## config.mk

```make
export PLATFORM = sky130hd
export DESIGN_NAME = vga_rect_fill
export DESIGN_NICKNAME = d
export VERILOG_FILES = /design/src/rtl/vga_rect_fill_pkg.sv /design/src/rtl/vga_rect_fill_xy_scan_counter.sv /design/src/rtl/vga_rect_fill.sv
export SDC_FILE = /design/constraint.sdc
export NUM_CORES = 1
export LEC_CHECK = 0
export CORE_MARGIN = 4
export CORE_UTILIZATION = 58
export DETAILED_ROUTE_END_ITERATION = 12
export PLACE_DENSITY = 0.86
export REMOVE_ABC_BUFFERS = 1
export SYNTH_ARGS = -nofsm -noshare
export SYNTH_HDL_FRONTEND = slang
export SYNTH_HIERARCHICAL = 1
export SYNTH_SLANG_ARGS = --single-unit
```

## constraint.sdc

```tcl
create_clock -name CLOCK_50 -period 7.85 [get_ports CLOCK_50]
set_input_delay 1.57 -clock CLOCK_50 [delete_from_list [all_inputs] [get_ports CLOCK_50]]
set_output_delay 1.57 -clock CLOCK_50 [all_outputs]
set_load 0.05 [all_outputs]
```

## src/rtl/vga_rect_fill_pkg.sv

```systemverilog
// Shared screen defaults, coordinate widths and FSM encoding for the rectangle filler.
package vga_rect_fill_pkg;

    localparam int XRES_DEF = 640;
    localparam int YRES_DEF = 480;

    localparam int XW  = 10;
    localparam int YW  = 9;
    // One extra bit so that origin + size can never wrap.
    localparam int XEW = XW + 1;
    localparam int YEW = YW + 1;

    localparam logic [1:0] ST_IDLE = 2'd0;
    localparam logic [1:0] ST_DRAW = 2'd1;
    localparam logic [1:0] ST_DONE = 2'd2;

    typedef struct packed {
        logic [XEW-1:0] x;
        logic [YEW-1:0] y;
    } xy_t;

endpackage

```

## src/rtl/vga_rect_fill_xy_scan_counter.sv

```systemverilog
// Row-major scan counter: loads a region, then steps one position per enabled cycle.
module xy_scan_counter
    import vga_rect_fill_pkg::*;
(
    input  logic           clk,
    input  logic           srst,
    input  logic           load,
    input  logic           enable,
    input  xy_t            origin,
    input  xy_t            extent,
    output logic [XEW-1:0] cx,
    output logic [YEW-1:0] cy,
    output logic           last
);

    logic [XEW-1:0] ox_q;
    logic [XEW-1:0] ex_q;
    logic [YEW-1:0] ey_q;
    logic [XEW-1:0] cx_q;
    logic [YEW-1:0] cy_q;

    // End coordinates are inclusive; a zero extent is never scanned.
    always_ff @(posedge clk) begin
        if (srst) begin
            ox_q <= '0;
            ex_q <= '0;
            ey_q <= '0;
            cx_q <= '0;
            cy_q <= '0;
        end else if (load) begin
            ox_q <= origin.x;
            ex_q <= origin.x + extent.x - XEW'(1);
            ey_q <= origin.y + extent.y - YEW'(1);
            cx_q <= origin.x;
            cy_q <= origin.y;
        end else if (enable) begin
            if (cx_q == ex_q) begin
                cx_q <= ox_q;
                cy_q <= cy_q + YEW'(1);
            end else begin
                cx_q <= cx_q + XEW'(1);
            end
        end
    end

    assign cx   = cx_q;
    assign cy   = cy_q;
    assign last = (cx_q == ex_q) && (cy_q == ey_q);

endmodule

```

## src/rtl/vga_rect_fill.sv

```systemverilog
// Rectangle / full-screen filler emitting one registered pixel write per scan cycle.
module vga_rect_fill
    import vga_rect_fill_pkg::*;
#(
    parameter int XRES    = XRES_DEF,
    parameter int YRES    = YRES_DEF,
    parameter int COLOR_W = 24
) (
    input  logic               CLOCK_50,
    input  logic               Reset,
    input  logic               start,
    input  logic               clear,
    input  logic [XW-1:0]      x0,
    input  logic [YW-1:0]      y0,
    input  logic [XW-1:0]      w,
    input  logic [YW-1:0]      h,
    input  logic [COLOR_W-1:0] color,
    output logic               busy,
    output logic               done,
    output logic [XW-1:0]      VGA_X,
    output logic [YW-1:0]      VGA_Y,
    output logic [COLOR_W-1:0] VGA_COLOR,
    output logic               plot
);

    logic [1:0]         state_q;
    logic [1:0]         state_d;
    logic [COLOR_W-1:0] color_q;
    logic [XW-1:0]      vga_x_q;
    logic [YW-1:0]      vga_y_q;
    logic [COLOR_W-1:0] vga_color_q;
    logic               plot_q;
    logic               done_q;

    xy_t            org_d;
    xy_t            ext_d;
    logic           accept;
    logic           in_screen;
    logic [XEW-1:0] cx;
    logic [YEW-1:0] cy;
    logic           last;

    assign accept = (state_q == ST_IDLE) && start;

    always_comb begin
        org_d = '{x: XEW'(x0), y: YEW'(y0)};
        ext_d = '{x: XEW'(w), y: YEW'(h)};
        if (clear) begin
            org_d = '0;
            ext_d = '{x: XEW'(XRES), y: YEW'(YRES)};
        end
    end

    always_comb begin
        state_d = state_q;
        case (state_q)
            ST_IDLE: if (start) begin
                state_d = ((ext_d.x == '0) || (ext_d.y == '0)) ? ST_DONE : ST_DRAW;
            end
            ST_DRAW: if (last) state_d = ST_DONE;
            ST_DONE: state_d = ST_IDLE;
            default: state_d = ST_IDLE;
        endcase
    end

    xy_scan_counter u_scan (
        .clk    (CLOCK_50),
        .srst   (Reset),
        .load   (accept),
        .enable (state_q == ST_DRAW),
        .origin (org_d),
        .extent (ext_d),
        .cx     (cx),
        .cy     (cy),
        .last   (last)
    );

    assign in_screen = (cx < XEW'(XRES)) && (cy < YEW'(YRES));

    // Outputs lag the scan position by one edge; done follows the DONE state likewise.
    always_ff @(posedge CLOCK_50) begin
        if (Reset) begin
            state_q     <= ST_IDLE;
            color_q     <= '0;
            vga_x_q     <= '0;
            vga_y_q     <= '0;
            vga_color_q <= '0;
            plot_q      <= 1'b0;
            done_q      <= 1'b0;
        end else begin
            state_q <= state_d;
            plot_q  <= 1'b0;
            done_q  <= (state_q == ST_DONE);
            if (accept) color_q <= color;
            if (state_q == ST_DRAW) begin
                vga_x_q     <= cx[XW-1:0];
                vga_y_q     <= cy[YW-1:0];
                vga_color_q <= color_q;
                plot_q      <= in_screen;
            end
        end
    end

    assign busy      = (state_q != ST_IDLE);
    assign done      = done_q;
    assign VGA_X     = vga_x_q;
    assign VGA_Y     = vga_y_q;
    assign VGA_COLOR = vga_color_q;
    assign plot      = plot_q;

endmodule

```

* Yosys cells after proc, flatten, opt, wreduce, memory -nomap -nowiden *
Index checks and enable logic that the tools add are counted.

cells by class
  reductions and logical operators = 13
  equality and inequality tests = 6
  multiply operators = 0
  bitwise operators = 1
  shift-type cells = 0
  order comparisons = 2
  div/mod/pow operators = 0
  add/sub/neg operators = 6
  mux-type cells = 12

operator list
  kind                     count
  $mux W20                 2
  $mux W11                 3
  $mux W10                 3
  $add A10 B10 Y11         1
  $add A11 B1 Y11 const B  1
  $eq A11 B11 Y1           1
  $logic_not A11 Y1        1
  $lt A11 B10 Y1 const B   1
  $sub A11 B1 Y11 const B  1
  $add A10 B1 Y10 const B  1
  $add A10 B10 Y10         1
  $eq A10 B10 Y1           1
  $logic_not A10 Y1        1
  $lt A10 B9 Y1 const B    1
  $sub A10 B1 Y10 const B  1
  $mux W2                  3
  $reduce_bool A2 Y1       3
  $ne A2 B2 Y1 const B     2
  $pmux W2 S2              1
  $reduce_and A2 Y1        2
  $logic_and A1 B1 Y1      3
  $eq A2 B1 Y1 const B     1
  $eq A2 B2 Y1 const B     1
  $logic_not A2 Y1         1
  3 further kinds          3

storage, ports and cells
  bits in latches = 0
  word-level logic and storage cells = 52
  flip-flop bits (word level) = 124
  memories = 0
  bits in writable memories = 0
  output and inout port bits = 46
  bits in read-only memories = 0

* Depth between registers and ports, before layout *
  depth after elaboration = 6
  depth in mapped cells = 15
  gate-level depth less buffers = 13

* Cells and area by module *
The synthesis kept the hierarchy.

by module, submodules not included
  module           cells an instance  area each (um^2)  times used
  xy_scan_counter  464                3,764.9           1
  vga_rect_fill    359                2,740.1           1

* Worst setup path after synthesis *
No wires, ideal clock.

  kind = in2reg
  start point = input clear
  end point = register u_scan.ex_q[8]
  stages on the path = 13
  path buffers = 2
  setup slack = 3,779 ps
  required time = 7,733 ps
  arrival time = 3,955 ps
  setup time = 117 ps
  cell sequence = clkbuf_1 buf_1 nor2b_1 inv_1 ha_1 inv_1 ha_1 and3_1 a2111oi_2 o21bai_1 a21oi_1 xnor2_1 a22o_1

RTL lines
  what                  RTL line                             RTL
  from (decl)           vga_rect_fill.sv:12                  input logic clear,
  to (signal assigned)  vga_rect_fill_xy_scan_counter.sv:32  ex_q <= origin.x + extent.x - XEW'(1);
  to (decl)             vga_rect_fill_xy_scan_counter.sv:17  logic [XEW-1:0] ex_q;

* Worst setup path after layout *
  start point = input start
  end point = register u_scan.cy_q[8] (netlist: u_scan/cy[8])

between the ends
  cells in the longest elaborated chain, start to end = 3
  elaborated cells on any way between the ends = 5

ends and longest elaborated chain
  what                          RTL line                             RTL
  from (decl)                   vga_rect_fill.sv:11                  input logic start,
  $logic_and A1 B1 Y1 *         vga_rect_fill.sv:43                  assign accept = (state_q == ST_IDLE) && start;
  $reduce_bool A2 Y1 (no line)  -
  $reduce_and A2 Y1 (no line)   -
  to (signal assigned)          vga_rect_fill_xy_scan_counter.sv:35  cy_q <= origin.y;
  to (signal assigned)          vga_rect_fill_xy_scan_counter.sv:39  cy_q <= cy_q + YEW'(1);
  to (decl)                     vga_rect_fill_xy_scan_counter.sv:20  logic [YEW-1:0] cy_q;

Every way passes the cells marked *; elsewhere a longest branch is shown, timed or not.
A chain may end at the register's enable or synchronous reset.

==> flow_summary.ini <==
[min_path]
hp-class = register to register
worstHoldEndpoint = VGA_COLOR[22]
min-delay-start = VGA_COLOR[22]
min_path_cells = 2

[clock_tree]
h-tree-depth = 4
cts_root_buf = clkbuf_8
path_clk_slew_ps = 60
postCtsSetupBuffers = 0
cts_hold_buffers = 0
cts.sinks = 124
cts_made_buffers = 17
cts_buffer_depth = 2
cts_resized = 0
worstSkewPairLatency_ps = 500
cts_tree = done

[timing]
max_freq_ghz = 0.242
skew_ps = 6.86
tns_ps = 0
timing.hold.ws_ps = 451
hold_viol = 0
tightest_slew_ps = 921
setup_viol = 0
period_share_pct = 52.6
final-max-slew-violation-count = 0
rsz0062_at_grt = no
slew_headroom_pct = 38.6
min_period_ps = 4130

[critical_path]
end_kind = register
reg2reg_to = u_scan/cy[8]
slowest_delay_ps = 790
crit_buf_inv = 4
cp_slowest_cell = nor2_1
r2r_slack_ps = 4720
critPathKind = input pin to register
cp-start-kind = input pin
critPathMostFrequentCell = nand2_1
rr_worst_depth = 8
critPathArrivalTime_ps = 4560
r2r-start = state_q[0]
path_cells = clkdlybuf4s50_1 > nand2_1 > inv_2 > clkinv_1 > nor2_1 > buf_4 > nand2_1 > o21ai_1
required_ps = 8280
crit_family = buffers and inverters
path_max_fanout = 26

[placement]
dp_hpwl_um = 10200
io_buffer_count = 111
place_congestion = 0.852

[power_and_ir_drop]
powerDensity_nw_per_um2 = 235
seq_power_share_pct = 36.4
swShare_pct = 28.3
power.share.clock_pct = 42.9
vdd_drop_max_uv = 150
pwr-share-comb_pct = 20.8
cellLeakagePower_nw = 3.36
power.internal_w = 0.00140
p_sw_w = 0.000554

[drt]
totalWireLength_um = 15400
antenna_left = 0
viasPerCell = 5.51
wl_per_cell_um = 14.4
via_count = 5906
drc_errors = 0
first_pass_iters = 5
first_iter_violations = 544

[yosys]
yosys-top-cells-count = 163 x nand2_1, 124 x dfxtp_1, 91 x a21oi_1
synth.distinct_cells = 64
synth_area_um2 = 6500
ys_seq_area_share_pct = 38.2
synth_cells = 823
synth_area_leaders = dfxtp_1 38%, nand2_1 9.4%, ha_1 7.3%
synthFlopType = dfxtp_1
async_flop_share_pct = 0
synth_top_cell_by_area = dfxtp_1
synth.avg_cell_area_um2 = 7.90
ys_warn_count = 6
yosysMostFrequentCell = nand2_1
synth_edf_count = 0
synth.top_cell.area_share_pct = 38.2
synth_seq_cells = 124

[layout]
nets = 1024
multiInputGateArea_um2 = 3550
syn_to_final_growth_pct = 27.8
diodes = 0
nFillCells = 829
layout-drive-gt1-share_pct = 5.91
seq_area_um2 = 2480

[global_route]
grt_pass1_wl_um = 24900
antenna_found_initial = 0
overflow = 0
grt_usage_pct = 23.6
grt_max_degree = 79
grt_pass1_vias = 5417

[floorplan]
dieArea_um2 = 13000
start_util_pct = 59.7
rows = 38
core_region_area_um2 = 10900
ioPinCount = 112
die_x_um = 114
die_h_um = 114

[flow_run]
maxCapViolCount = 0

[run_status]
status = completed
## how the worst max path moves through the flow
stage               slack (ps)  depth (start not counted)  startpoint               to
floorplan                 3570                          5       start   u_scan/ex_q[7]
global placement          3320                         13       clear   u_scan/ex_q[8]
detailed placement        3250                         13       clear   u_scan/ex_q[8]
CTS                       3770                         13       clear   u_scan/ex_q[8]
global route              3540                         13       clear  u_scan/ex_q[10]
finish                    3720                          8       start     u_scan/cy[8]
## sequential cells by signal (all words and copies together), names as in the netlist, 2 cells and up
name         cells
VGA_COLOR       24
VGA_X           10
VGA_Y            9
color_q         24
state_q          2
u_scan/cx       11
u_scan/cy       10
u_scan/ex_q     11
u_scan/ey_q     10
u_scan/ox_q     11
## cells by family (layout without fill, tap and decap cells)
kind of cell               after synthesis  count (layout)  synth area share (%)
AOI/OAI and AO/OA                      167             167                  15.8
xor gates and xnor gates                44              44                  6.04
adders and majority gates               40              40                  7.92
buffers and inverters                  128             231                  7.54
DFF                                    124             124                  38.2
muxes                                   14              14                  2.17
other                                    1               6                0.0576
and+or+nand+nor                        305             305                  22.3
## tightest hold or removal path, delay by kind of cell, from the launching register on
family          cells  cell delay [ps]
flops               1              300
compound gates      1               50
simple gates        1               50
## routing by layer
layer,wire [µm],vias up,track usage (%)
met2,7050,253,38.2
met3,1150,45,5.68
met1,6790,2679,30.5
met4,386,0,9.26
li1,-,2929,-
met5,0,-,0
## final cells by class
| class | count | area share, % |
|---|---|---|
| multi-input cells | 576 | 42.7 |
| repair buffers | 116 | 13.8 |
| well taps | 140 | 2.11 |
| flip-flops and latches | 124 | 29.9 |
| clock inverters | 13 | 2.56 |
| clock buffers | 19 | 5.19 |
| inverters | 83 | 3.75 |
## cells in the final DEF (no fill, tap or decap), drive strengths merged, types with 9 or more instances in the layout
cell type	instances
clkdlybuf4s50	110
nor4	9
nand2	163
dfxtp	124
inv	84
nor2	41
xnor2	27
clkbuf	19
ha	38
nor3	12
nor2b	39
a21oi	91
o21ai	22
xor2	17
nand4	9
mux2i	13
## through the flow
stage / total power, W / worst slack (ps) / std cells / instance area (µm²) / util (%)
after detailed placement: 0.00112 / 3250 / 1039 / 7670 / 70.4
after global routing: 0.00205 / 3540 / 1071 / 8310 / 76.4
after global placement: 0.00111 / 3320 / 1039 / 7670 / 70.4
final: 0.00196 / 3720 / 1071 / 8310 / 76.4
after floorplan: 0.000991 / 3570 / 783 / 6340 / -
after CTS: 0.00196 / 3770 / 1071 / 8310 / 76.4
## power by group through the flow
stage / logic (W) / clock network, W / registers [W]
CTS: 0.000405 / 0.000849 / 0.000711
global placement: 0.000389 / 0 / 0.000721
finish: 0.000406 / 0.000838 / 0.000712
global route: 0.000447 / 0.000881 / 0.000717
detailed placement: 0.000399 / 0 / 0.000723
floorplan: 0.000249 / 0 / 0.000741
No activity file was read; power rests on OpenSTA's default activity.
